<file path="config.mk">
export PLATFORM = sky130hd
export DESIGN_NAME = reg_fifo8
export DESIGN_NICKNAME = d
export VERILOG_FILES = /design/src/rtl/reg_fifo8.sv
export SDC_FILE = /design/constraint.sdc
export NUM_CORES = 1
export LEC_CHECK = 0
export BUFFER_PORTS_ARGS = -buffer_cell sky130_fd_sc_hd__buf_2
export CAP_MARGIN = 20
export CORE_MARGIN = 2
export CORE_UTILIZATION = 45
export DETAILED_ROUTE_END_ITERATION = 16
export PLACE_DENSITY_LB_ADDON = 0.12
export SYNTH_ARGS = -nofsm -noshare
export SYNTH_HDL_FRONTEND = slang
export SYNTH_SLANG_ARGS = --single-unit
</file>
<file path="constraint.sdc">
create_clock -name clk -period 3.8 [get_ports clk]
set_input_delay 0.76 -clock clk [delete_from_list [all_inputs] [get_ports clk]]
set_output_delay 0.76 -clock clk [all_outputs]
set_load 0.05 [all_outputs]
</file>
<file path="src/rtl/reg_fifo8.sv">
// Register-built show-ahead FIFO: DEPTH words of WIDTH bits with pointer/count bookkeeping
// and sticky overflow/underflow flags. The head word is always visible on out.
module reg_fifo8 #(
  parameter int WIDTH = 16,
  parameter int DEPTH = 8,
  localparam int AW   = $clog2(DEPTH)
) (
  input  logic             clk,
  input  logic             reset,
  input  logic [WIDTH-1:0] in,
  input  logic             push,
  input  logic             pop,
  output logic [WIDTH-1:0] out,
  output logic             full,
  output logic             empty,
  output logic [AW:0]      count,
  output logic             ovf,
  output logic             udf
);

  localparam logic [AW:0] FullCount = (AW + 1)'(DEPTH);

  logic [WIDTH-1:0] r_mem [DEPTH];
  logic [AW-1:0]    r_wp;
  logic [AW-1:0]    r_rp;
  logic [AW:0]      r_count;
  logic             r_ovf;
  logic             r_udf;

  logic             w_full;
  logic             w_empty;
  logic             w_push_ok;
  logic             w_pop_ok;
  logic [DEPTH-1:0] w_load;

  assign w_full    = (r_count == FullCount);
  assign w_empty   = (r_count == '0);
  // Reset discards requests, so nothing is accepted in a reset cycle.
  assign w_push_ok = ~reset & push & (~w_full | pop);
  assign w_pop_ok  = ~reset & pop & ~w_empty;

  always_comb begin
    w_load       = '0;
    w_load[r_wp] = w_push_ok;
  end

  // Storage carries no reset; only the word selected by wp is ever loaded.
  always_ff @(posedge clk) begin
    for (int i = 0; i < DEPTH; i++) begin
      if (w_load[i]) r_mem[i] <= in;
    end
  end

  always_ff @(posedge clk) begin
    if (reset) begin
      r_wp    <= '0;
      r_rp    <= '0;
      r_count <= '0;
      r_ovf   <= 1'b0;
      r_udf   <= 1'b0;
    end else begin
      if (w_push_ok) r_wp <= r_wp + AW'(1);
      if (w_pop_ok)  r_rp <= r_rp + AW'(1);
      unique case ({w_push_ok, w_pop_ok})
        2'b10:   r_count <= r_count + (AW + 1)'(1);
        2'b01:   r_count <= r_count - (AW + 1)'(1);
        default: r_count <= r_count;
      endcase
      if (push & w_full & ~pop) r_ovf <= 1'b1;
      if (pop & w_empty)        r_udf <= 1'b1;
    end
  end

  assign out   = w_empty ? '0 : r_mem[r_rp];
  assign full  = w_full;
  assign empty = w_empty;
  assign count = r_count;
  assign ovf   = r_ovf;
  assign udf   = r_udf;

endmodule

</file>
# Word level (Yosys, flattened, before mapping)
# Memory sizes are Yosys's and may differ from the RTL's. A register that Yosys moved wholly into a read port is not among the register bits.
# Cells that the tools add are included.
# Widths: inputs -> output; s select.
# op_classes
addsub	4
n_mul	0
div_mod_pow	0
n_lt_le_gt_ge	2
eq_ne	3
shift	0
mux	43
bitwise_logic	13
reduce_logical	10
# ops
cell	n
$mux 16	8
$reduce_or 16->1	7
$mux 3	9
$mux 1	24
$and 8x8->8	1
$pmux 4 s2	1
$and 1x1->1	7
$add 3x1->3 const B	2
$add 4x1->4 const B	1
$eq 4x4->1 const B	1
$logic_not 4->1	1
$lt 3x4->1 const B	1
$not 1->1	4
$sub 4x1->4 const B	1
$demux 1 s3	1
$ge 3x1->1 const B	1
$eq 2x1->1 const B	1
$eq 2x2->1 const B	1
$reduce_bool 2->1	1
$logic_and 1x1->1	1
$or 1x1->1	1
# word_totals
ff_bits	12
latchBits	0
mem_bits_rw	128
romBits	0
inputBits	20
word_cells	81
n_memories	1
# mem_list
name	depth	word_bits	rd	rd_ports_with_merged_regs	write_ports	line_no	source
r_mem	8	16	1	1	1	23	logic [WIDTH-1:0] r_mem [DEPTH];

# Logic depth before layout (Yosys ltp)
# depth
depth_word	15
depth_mapped	11

# Worst setup path before layout
# No wires, ideal clock.
# synth_timing
path_type	in2reg
from	input port pop
to	memory r_mem[0][0] (enable)
arrival_time_ps	2972
required_time_ps	3364
path_slack_ps	392
path_stages	3
path_cell_list	dlygate4sd1_1 > o21ai_4 > nor4b_1
# synth_between
elab_cells_between_ends	40
cone_classes	mux: 30; bitwise: 3; reduce/logical: 7
# synth_lines
element	line_no	source
from (decl)	12	input logic pop,
$or 1x1->1	39	assign w_push_ok = ~reset & push & (~w_full | pop);
$and 1x1->1	39	
$and 8x8->8 (no line)	-	
net w_load[0]	34	logic [DEPTH-1:0] w_load;
$mux 1	50	if (w_load[i]) r_mem[i] <= in;
$mux 1 (not written as such)	50	
$mux 1 (no line) (7 in a row)	-	
to (decl)	23	
# The timed path passes the listed nets, and every way through them passes these cells.

==> results.cfg <==
[clocking]
cts_root_buf = clkbuf_16
htreeDepth = 4
clock_tree.buffer_depth = 2
cts.clk_slew.worst_paths_ps = 60
cts_hold_buf = 0
cts_setup_buffers = 0
cts.sinks = 143
cts_tree = done
cts_resized = 0
numCtsBuffers = 17
clk_latency_ps = 410

[drt]
drt_iter0_markers = 175
num_vias = 2789
dr.pass1.iters = 4
wl_per_cell_um = 19.5
wl_mm = 10.2
viasPerCell = 5.30
detail-route-antenna-nets = 0
drc = 0

[timing]
slew_violations = 0
maxSlewHeadroom = 0.461
hold_violations = 0
grt_setup_unrepaired = no
layout_min_cycle_time_ps = 3130
clock-skew-final_ps = 4.71
max_freq_ghz = 0.320
worstMarginPinSlew_ps = 802
holdWs_ps = 462
period_share = 0.823
final.setup.tns_ps = 0
report.final.setup_viol = 0

[layout]
finalNetCount = 371
antenna_cells = 0
finalInstanceArea_um2 = 6610
layout-drive-gt1-share = 0.346
area_delta_synth_final_pct = 18.1
layout.cells.non_filler = 526
fin_util = 0.548

[grt]
overflow = 0
grt_usage = 0.174
antenna_found_initial = 0
grt_max_degree = 33
grt_pass1_wl_mm = 16.5
grt_pass1_vias = 2919

[setup_path]
crit_arrival_ps = 2370
path_class = reg -> out
r2r-start = count[2]
reg2reg_slack_ps = 820
cp-end-kind = output pin
critPathLaunchType = flip-flop
r2r-end = count[3]
cp_data_required_time_ps = 3040
endpoint = out[12]
path_max_fanout = 18
ff2ff_path_depth = 7

[place]
placedCellCount = 495
gp_congestion = 0.699
portBuffers = 43
dpl-instance-area_um2 = 6100
dp_hpwl_mm = 6.09

[pwr]
comb_power_share = 0.148
internal_power_uw = 2830
p_switching_uw = 974
powerDensity_nw_per_um2 = 576
irDropWorstVdd_uv = 293
seqPwrFrac = 0.471
pwr-share-clk = 0.381
cellLeakagePower_uw = 0.00222
p_sw_frac = 0.256

[synth]
yosys.area.top_type = edfxtp_1
ys_ff_latch = 143
synth_nets = 312
yosys.area.top_type_share = 0.687
synth_edf_count = 128
yosys_most_used_dff = edfxtp_1
synth_warnings = 0
synth.area.top_cells = edfxtp_1 69%, mux4_2 13%, dfxtp_1 5.4%
synth_area_um2 = 5600
synth.distinct_cells = 30
synthArstFlopShare = 0
synth.yosys.seq_area_share = 0.741
syn_area_per_cell_um2 = 19.5
synth.most_common_cell = edfxtp_1
yosys-top-cells-count = 128 x edfxtp_1, 33 x nor2_1, 32 x mux4_2
syn_inst = 287

[die]
dieArea_um2 = 13300
start_util = 0.464
dieWidth_um = 116
core_um2 = 12100
ios = 44
die_y_um = 116
rows = 40

[job]
maxCapViolCount = 0

[outcome]
status = finished clean

[min_path]
hp-class = reg -> reg
through the flow:
step,power [uW],setup WS [ps]
after global routing,3970,463
final,3810,671
after global placement,2400,887
after floorplan,2250,392
after detailed placement,2410,828
after CTS,3850,574
layout make-up:
type                    count  area [um2]
well taps                 168         210
fillers                   976        5450
inverters                   1        3.75
flip-flops and latches    143        4150
clock inverters            10        72.6
repair buffers             55         318
multi-input cells         128        1420
clock buffers              21         440
how the worst min path moves through the flow:
stage               startpoint        end  slack (ps)  cells after the start
floorplan              r_rp[2]  flip-flop         480                      2
global placement           ovf        ovf         450                      2
detailed placement         ovf        ovf         450                      2
CTS                        ovf        ovf         470                      2
global route               ovf        ovf         490                      2
finish                     ovf        ovf         460                      2
power by group through the flow:
| stage | registers, uW | clock network, uW | logic (uW) |
|---|---|---|---|
| finish | 1790 | 1450 | 565 |
| global route | 1800 | 1550 | 611 |
| CTS | 1800 | 1480 | 577 |
| detailed placement | 1830 | 0 | 577 |
| global placement | 1830 | 0 | 572 |
| floorplan | 1820 | 0 | 424 |
layout by cell type, fill, tap and decap left out, drive strengths merged, types with 3 or more instances in the layout:
cell type    n
edfxtp     128
buf         55
nor2        33
mux4        32
clkbuf      21
mux2i       19
dfxtp       15
clkinv       8
xor2         7
a21oi        5
ha           5
nor3         3
nor4         3
nor2b        3
metal layers:
layer,vias to the layer above,track usage,part of all wire
li1,1270,-,-
met1,1436,0.237,0.46
met2,70,0.267,0.48
met3,13,0.0445,0.046
met4,0,0.0795,0.014
met5,-,0,0
cell families after synthesis:
group,count (synthesis),synth area share
flops,143,0.741
simple gates,53,0.0458
mux,52,0.165
compound gates,11,0.0136
fa+ha+maj,5,0.0112
buf+inv,16,0.0130
xor+xnor,7,0.0110
critical path, stage by stage, from the launching register on:
cell     delay (ps)
dfxtp_2         690
buf_12          270
mux4_2          510
mux2i_1         200
nor2_1           60
buf_2           210
state kept, by name, summed over array words and instances, names as in the netlist, named ones only:
register  cells
r_wp          3
ovf           1
r_rp          3
r_mem       128
count         4
udf           1
Power figures use the tool's default switching activity.
